==> src/rtl/padcfg_reg_responder.sv <==
// Register-bus target holding per-pad mux-select/config registers plus a sticky lock.
// Optional PADCFG_ERR_CNT_EN adds a saturating error counter at 8*NumPads+4 (err_cnt_o).

module padcfg_pad_slot #(
    parameter int SelW = 2
) (
    input  logic            clk,
    input  logic            rst_n,
    input  logic            mux_we,
    input  logic            cfg_we,
    input  logic [7:0]      wdata,
    output logic [SelW-1:0] mux_q,
    output logic [2:0]      cfg_q
);
    always_ff @(posedge clk or posedge rst_n) begin
        if (rst_n) begin
            mux_q <= '0;
            cfg_q <= '0;
        end else begin
            if (mux_we) mux_q <= wdata[SelW-1:0];
            if (cfg_we) cfg_q <= wdata[2:0];
        end
    end
endmodule

module padcfg_reg_responder #(
    parameter int NumPads      = 4,
    parameter int SelW         = 2,
    parameter int MaxSel       = 2,
    parameter int ReadyLatency = 1
) (
    input  logic                     clk,
    input  logic                     rst_n,
    input  logic                     req_valid_i,
    input  logic                     req_write_i,
    input  logic [31:0]              req_addr_i,
    input  logic [31:0]              req_wdata_i,
    input  logic [3:0]               req_wstrb_i,
    output logic                     rsp_ready_o,
    output logic [31:0]              rsp_rdata_o,
    output logic                     rsp_error_o,
    output logic [NumPads*SelW-1:0]  mux_sel_o,
    output logic [NumPads*3-1:0]     cfg_o,
    output logic                     locked_o
`ifdef PADCFG_ERR_CNT_EN
    ,
    output logic [15:0]              err_cnt_o
`endif
);
    localparam int          PIW       = (NumPads > 1) ? $clog2(NumPads) : 1;
    localparam logic [31:0] LOCK_ADDR = 32'(8 * NumPads);

    typedef enum logic [1:0] {IDLE, WAIT, RESP} state_t;

    state_t state_q, state_d;
    logic [3:0]  cnt_q;
    logic        write_q;
    logic [31:0] addr_q, wdata_q;
    logic [3:0]  wstrb_q;
    logic        locked_q;

    logic [NumPads-1:0][SelW-1:0] mux_q;
    logic [NumPads-1:0][2:0]      cfg_q;

    // In IDLE the live bus is decoded so a zero-latency response can be registered
    // on the accept edge; afterwards the captured request is used.
    logic        cur_write;
    logic [31:0] cur_addr, cur_wdata;
    logic [3:0]  cur_wstrb;
    logic        is_pad, is_lock, is_cnt, in_range;
    logic [PIW-1:0] pad_idx;
    logic        err_val;
    logic [31:0] rd_val;
    logic        wr_en;

`ifdef PADCFG_ERR_CNT_EN
    logic [15:0] err_cnt_q;
    assign err_cnt_o = err_cnt_q;
`endif

    always_comb begin
        cur_write = (state_q == IDLE) ? req_write_i : write_q;
        cur_addr  = (state_q == IDLE) ? req_addr_i  : addr_q;
        cur_wdata = (state_q == IDLE) ? req_wdata_i : wdata_q;
        cur_wstrb = (state_q == IDLE) ? req_wstrb_i : wstrb_q;
        is_pad    = cur_addr < LOCK_ADDR;
        is_lock   = cur_addr == LOCK_ADDR;
`ifdef PADCFG_ERR_CNT_EN
        is_cnt    = cur_addr == LOCK_ADDR + 32'd4;
`else
        is_cnt    = 1'b0;
`endif
        in_range  = is_pad || is_lock || is_cnt;
        pad_idx   = cur_addr[PIW+2:3];
    end

    always_comb begin
        err_val = 1'b0;
        rd_val  = '0;
        if (cur_addr[1:0] != 2'b00 || !in_range) begin
            err_val = 1'b1;
        end else if (is_pad) begin
            if (cur_write && locked_q)
                err_val = 1'b1;
            else if (cur_write && !cur_addr[2] && cur_wstrb[0] &&
                     32'(cur_wdata[SelW-1:0]) > 32'(MaxSel))
                err_val = 1'b1;
            else if (!cur_write)
                rd_val = cur_addr[2] ? 32'(cfg_q[pad_idx]) : 32'(mux_q[pad_idx]);
        end else if (is_lock) begin
            if (!cur_write) rd_val = 32'(locked_q);
        end
`ifdef PADCFG_ERR_CNT_EN
        else if (is_cnt) begin
            if (!cur_write) rd_val = 32'(err_cnt_q);
        end
`endif
    end

    always_comb begin
        state_d = state_q;
        case (state_q)
            IDLE: if (req_valid_i) state_d = (ReadyLatency == 0) ? RESP : WAIT;
            WAIT: if (cnt_q == 4'd1) state_d = RESP;
            RESP: state_d = IDLE;
            default: state_d = IDLE;
        endcase
    end

    // Writes commit on the edge that leaves RESP, gated by the registered error.
    assign wr_en = (state_q == RESP) && write_q && !rsp_error_o && wstrb_q[0];

    always_ff @(posedge clk or posedge rst_n) begin
        if (rst_n) begin
            state_q     <= IDLE;
            cnt_q       <= '0;
            write_q     <= 1'b0;
            addr_q      <= '0;
            wdata_q     <= '0;
            wstrb_q     <= '0;
            rsp_ready_o <= 1'b0;
            rsp_rdata_o <= '0;
            rsp_error_o <= 1'b0;
            locked_q    <= 1'b0;
        end else begin
            state_q <= state_d;
            if (state_q == IDLE && req_valid_i) begin
                write_q <= req_write_i;
                addr_q  <= req_addr_i;
                wdata_q <= req_wdata_i;
                wstrb_q <= req_wstrb_i;
                cnt_q   <= 4'(ReadyLatency);
            end else if (state_q == WAIT) begin
                cnt_q <= cnt_q - 4'd1;
            end
            rsp_ready_o <= (state_d == RESP);
            rsp_rdata_o <= (state_d == RESP && !err_val && !cur_write) ? rd_val : '0;
            rsp_error_o <= (state_d == RESP) && err_val;
            if (wr_en && is_lock && wdata_q[0]) locked_q <= 1'b1;
        end
    end

`ifdef PADCFG_ERR_CNT_EN
    always_ff @(posedge clk or posedge rst_n) begin
        if (rst_n)
            err_cnt_q <= '0;
        else if (state_q == RESP && rsp_error_o && err_cnt_q != 16'hFFFF)
            err_cnt_q <= err_cnt_q + 16'd1;
        else if (wr_en && is_cnt)
            err_cnt_q <= '0;
    end
`endif

    for (genvar i = 0; i < NumPads; i++) begin : g_pad
        padcfg_pad_slot #(.SelW(SelW)) u_slot (
            .clk    (clk),
            .rst_n  (rst_n),
            .mux_we (wr_en && is_pad && !addr_q[2] && pad_idx == PIW'(i)),
            .cfg_we (wr_en && is_pad &&  addr_q[2] && pad_idx == PIW'(i)),
            .wdata  (wdata_q[7:0]),
            .mux_q  (mux_q[i]),
            .cfg_q  (cfg_q[i])
        );
    end

    assign mux_sel_o = mux_q;
    assign cfg_o     = cfg_q;
    assign locked_o  = locked_q;
endmodule

==> config.mk <==
export PLATFORM = sky130hd
export DESIGN_NAME = padcfg_reg_responder
export DESIGN_NICKNAME = d
export VERILOG_FILES = /design/src/rtl/padcfg_reg_responder.sv
export SDC_FILE = /design/constraint.sdc
export NUM_CORES = 1
export LEC_CHECK = 0
export BUFFER_PORTS_ARGS = -buffer_cell sky130_fd_sc_hd__buf_4
export CAP_MARGIN = 20
export CORE_MARGIN = 1.5
export CORE_UTILIZATION = 40
export CTS_CLUSTER_SIZE = 20
export DETAILED_ROUTE_END_ITERATION = 12
export PLACE_DENSITY = 0.66
export SLEW_MARGIN = 20
export SYNTH_ARGS = -nofsm -noshare
export SYNTH_HDL_FRONTEND = slang
export SYNTH_SLANG_ARGS = --single-unit
==> constraint.sdc <==
create_clock -name clk -period 2.9 [get_ports clk]
set_clock_uncertainty 0.1 [all_clocks]
set_input_delay 0.145 -clock clk [delete_from_list [all_inputs] [get_ports clk]]
set_output_delay 0.145 -clock clk [all_outputs]
set_load 0.05 [all_outputs]
# == Yosys cells after proc, flatten, opt, wreduce, memory -nomap -nowiden ==
# Cells that the tools add are included.
# totals
reg_bits,98
input_bits,72
out_inout_bits,55
elab_cells,92
# classes
add_sub_neg,1
magnitude_cmp,3
eq_ne,8
mux,26
n_reduce_logical,36
# op_table
operator,n
$mux W32,4
$eq A32 B6 Y1 const B,1
$lt A32 B6 Y1 const B,1
$logic_and A1 B1 Y1,24
$mux W3,5
$eq A2 B2 Y1 const B,4
$mux W1,8
$mux W2,4
$mux W4,2
$bmux W3 S2,1
$logic_not A1 Y1,6
$bmux W2 S2,1
$eq A2 B1 Y1 const B,2
$eq A4 B1 Y1 const B,1
$logic_not A2 Y1,2
$pmux W2 S2,1
$reduce_bool A2 Y1,2
$sub A4 B1 Y4 const B,1
$lt A2 B3 Y1 const B,1
$gt A2 B2 Y1 const B,1
$logic_or A1 B1 Y1,2

# == Depth between registers and ports, before layout ==
# depth
word_depth,14
ltp_mapped,7
depth_no_buf,7

# == Cells and area by module ==
# A second synthesis with hierarchy kept.
# unflattened
hier_cells,306
area_unflattened_um2,3687.3
# by_module_without_submodules
module,n_inst,cells_per_inst,area_each_um2,seq_area_each_um2
padcfg_reg_responder,1,262,2946.6,1351.3
padcfg_pad_slot,4,11,185.2,125.1

# == Worst setup path after synthesis ==
# No wires, ideal clock.
# synth_timing
path_kind,reg-to-reg
startpoint,register state_q[1]
endpoint,register rsp_rdata_o[1]
setup_time_ps,111
t_arrival_ps,1823
path_slack_ps,865
stages_incl_launch_ff,6
n_path_buf,1
synth_period_minus_slack_ps,2035
cell_sequence,dfrtp_1 nor2_2 mux2i_1 buf_2 mux2_2 a2111oi_2
# synth_via
elab_chain_cells,14
word_cells_on_any_way,41
classes_between,order compare: 2; eq/ne: 3; mux: 22; reduce/logical: 14
# synth_lines
element,line_no,source
"start, declared",55,"state_t state_q, state_d;"
"start signal, assigned",146,state_q <= state_d;
branches (longest 13 deep; another with $lt A32 B6 Y1),--,
$mux W32 *,157,rsp_rdata_o <= (state_d == RESP && !err_val && !cur_write) ? rd_val : '0;
"end signal, assigned",157,
"end, declared",40,"output logic [31:0] rsp_rdata_o,"
# Mark *: on every way between the ends. The select of a mux whose other input is x is not followed.
# A chain may end at the register's enable or synchronous reset.

# == Worst setup path in the final report ==
# Ends and elaborated chain as after synthesis.

==> impl_metrics.yaml <==
layout:
  multi_input_comb_area_sq_um: 1590
  regArea_sq_um: 1730
  final_cell_mix: "buf_4, dfrtp_1, mux2_2, dlygate4sd3_1, conb_1"
  finalNetCount: 477
  layout_commonest_cell: "buf_4"
  synthToLayoutAreaGrowth_pct: 31.9
  fin_util: 0.537
  antenna_cells_inserted: 0
  fill_cell_count: 757
  drive_above_1_share: 0.398
global_routing:
  first_global_vias: 2664
  track_usage: 0.174
  grt.overflow.total: 0
  grt_max_degree: 70
  antenna_found_initial: 0
  global_route_wire_length_before_repair_um: 13100
synth:
  ys_warn_count: 0
  yosys_most_used_dff: "dfrtp_1"
  yosysUniqueCellTypes: 46
  synth.avg_cell_area_sq_um: 12.0
  synth_cells: 294
  synth_enable_flop_cells: 0
  total_of_flip_flops_plus_latches_after_synthesis: 69
  mappedNetlistArea_sq_um: 3520
  postSynth.asyncResetShare: 1.00
  synth.yosys.seq_area_share: 0.491
sta:
  post-route-period-util: 0.861
  min_period_ns: 2.50
  finalSetupViolCount: 0
  finalHoldWorstSlack_ns: 0.113
  clock.fmax_ghz: 0.400
  hold_viol: 0
  relSlewSlack: 0.427
  worst_pin_slew_ns: 0.859
  layout_setup_ws_ns: 0.403
  grt_setup_unrepaired: "false"
  report.final.slew_viol_count: 0
  setup_tns_final_ns: 0
clocking:
  cts_num_sinks: 69
  clock_tree_from_tritoncts: "built"
  ctsLongestPathBuffers: 2
  clock-root-buffer: "clkbuf_8"
  worst_skew_pair.late_latency_ns: 0.35
  cts.clk_slew.worst_paths_ns: 0.07
  cts.htree.levels: 3
  cts_made_buffers: 9
route:
  average_wire_length_per_cell_after_detail_routing_um: 14.9
  drcViolationCount: 0
  drt-initial-drc-count: 141
  via_per_inst: 5.11
  drt_pre_antenna_iters: 4
  postRouteAntennaNets: 0
  routed_via_count: 2631
  route.final.wire_length_um: 7660
critical_path:
  endpoint_arrival_time_on_the_critical_path_ns: 2.61
  ff_to_ff_path_depth: 5
  path_class: "reg2reg"
  critical_path.max_fanout: 9
  critPathCaptureType: "flip-flop"
  setup.worst_path.start_class: "flip-flop"
  cp_data_required_time_ns: 3.01
power:
  p_int_mw: 2.47
  clock_power_share: 0.231
  cell_area_power_density_nw_per_um2: 816
  power_switching_share: 0.347
  vdd_ir_drop_max_mv: 0.399
  p_leak_nw: 2.17
  switching_power_mw: 1.31
  seq_power_share: 0.404
  combinationalPowerShare: 0.365
die:
  dieWidth_um: 96.8
  die_h_um: 96.8
  die-area_sq_um: 9370
  placement_rows: 34
  io-pin-count: 127
  coreArea_sq_um: 8640
  floorplan.initialDensity: 0.408
placement:
  place.gp.congestion: 0.890
  placement.io_buffers: 65
  detailed_place_hpwl_um: 5390
  dp_worst_setup_slack_ns: 0.473
worst_hold_path:
  timing.hold.worst_path_depth: 3
  hold_path.class: "in2reg"
flow_run:
  drv.max_cap_violation_count: 0
run_status:
  run_status: "complete, no violations"
## stage by stage
step	power, mW	cells	cell area (sq um)
finish	3.79	515	4640
global route	4.02	515	4640
CTS	3.81	515	4640
detailed placement	2.89	462	4040
global placement	2.86	462	4040
floorplan	2.58	322	3620
## worst max-delay path, stage by stage, from the launching register on
cell       delay, ns
dfrtp_1         0.49
o21ai_0         0.49
and2_1          0.44
mux2i_1         0.12
mux2_2          0.31
a2111oi_2       0.41
## sequential cells by signal, summed over array words and instances, names as in the netlist
name                cells
addr_q                 32
cnt_q                   4
g_pad.u_slot.cfg_q     12
g_pad.u_slot.mux_q      8
locked_o                1
rsp_error_o             1
rsp_rdata_o             3
rsp_ready_o             1
state_q                 2
wdata_q                 3
write_q                 1
wstrb_q                 1
## cells in the mapped netlist, types with 2 or more instances
library cell  number  area share
a21o_1             2      0.0043
a21oi_1            4      0.0057
a22o_1             2      0.0050
a31o_2             3      0.0075
and2_1             4      0.0071
and3_1             3      0.0053
buf_2              8       0.011
buf_4             29       0.062
clkbuf_1           2      0.0021
dfrtp_1           69        0.49
ha_1               2      0.0071
inv_1              8      0.0085
mux2_2            62        0.20
mux2i_1            6       0.017
nand2_1            7      0.0075
nand2b_1           3      0.0053
nand3_1            3      0.0043
nand4_1           14       0.025
nand4b_1           2      0.0050
nor2_1            11       0.012
nor3_1             3      0.0043
nor4_1            16       0.028
o2111ai_1          2      0.0050
o21a_1             2      0.0043
o21ai_0            4      0.0057
o21bai_1           2      0.0043
or3b_4             2      0.0064
## cell type report
cell class                 instances  share of cell area
tap                              108              0.0291
clock buffer                      12              0.0334
timing repair buffer             110               0.201
inverter                           8             0.00647
multi-input combinational        205               0.343
sequential                        69               0.372
clock inverter                     3              0.0148
## power groups by stage
stage               sequential, mW  clock [mW]  combinational, mW
finish                        1.53       0.876               1.38
global route                  1.58       0.940               1.50
CTS                           1.53       0.897               1.39
detailed placement            1.55           0               1.34
global placement              1.54           0               1.32
floorplan                     1.48           0               1.10
## per-layer routing
metal,wire (um),share of wire,vias up,GRT usage
met5,0,0,-,0
met4,127,0.017,0,0.0702
met3,332,0.043,13,0.0390
met2,3630,0.47,90,0.273
met1,3570,0.47,1288,0.234
li1,-,-,1240,-
## worst paths after layout
| check | start | end | slack [ns] |
|---|---|---|---|
| min in group asynchronous | rst_n | g_pad[1].u_slot.cfg_q[1]$_DFFE_PP0P_ | 0.50 |
| min reg2reg | cnt_q[1]$_DFFE_PP0P_ | cnt_q[1]$_DFFE_PP0P_ | 0.41 |
| max reg2reg | state_q[1]$_DFF_PP0_ | rsp_rdata_o[1]$_DFF_PP0_ | 0.40 |
| min | req_valid_i | state_q[0]$_DFF_PP0_ | 0.11 |
| max in group asynchronous | rst_n | addr_q[4]$_DFFE_PP0P_ | 1.62 |
| max | state_q[1]$_DFF_PP0_ | rsp_rdata_o[1]$_DFF_PP0_ | 0.40 |
## repair_timing
action                                 CTS  global route
hold buffers                            38             0
buffers inserted                         0             0
setup endpoints to repair                0             0
gates resized for setup                  0             0
endpoints found under the hold margin   95             0
## cell families after synthesis
group	share of synthesized area
AOI/OAI and AO/OA	0.0601
adders and majority gates	0.00711
buffers and inverters	0.0871
DFF	0.491
muxes	0.222
other	0.00107
and+or+nand+nor	0.132
Note: power is estimated with default switching activity, not from simulation.
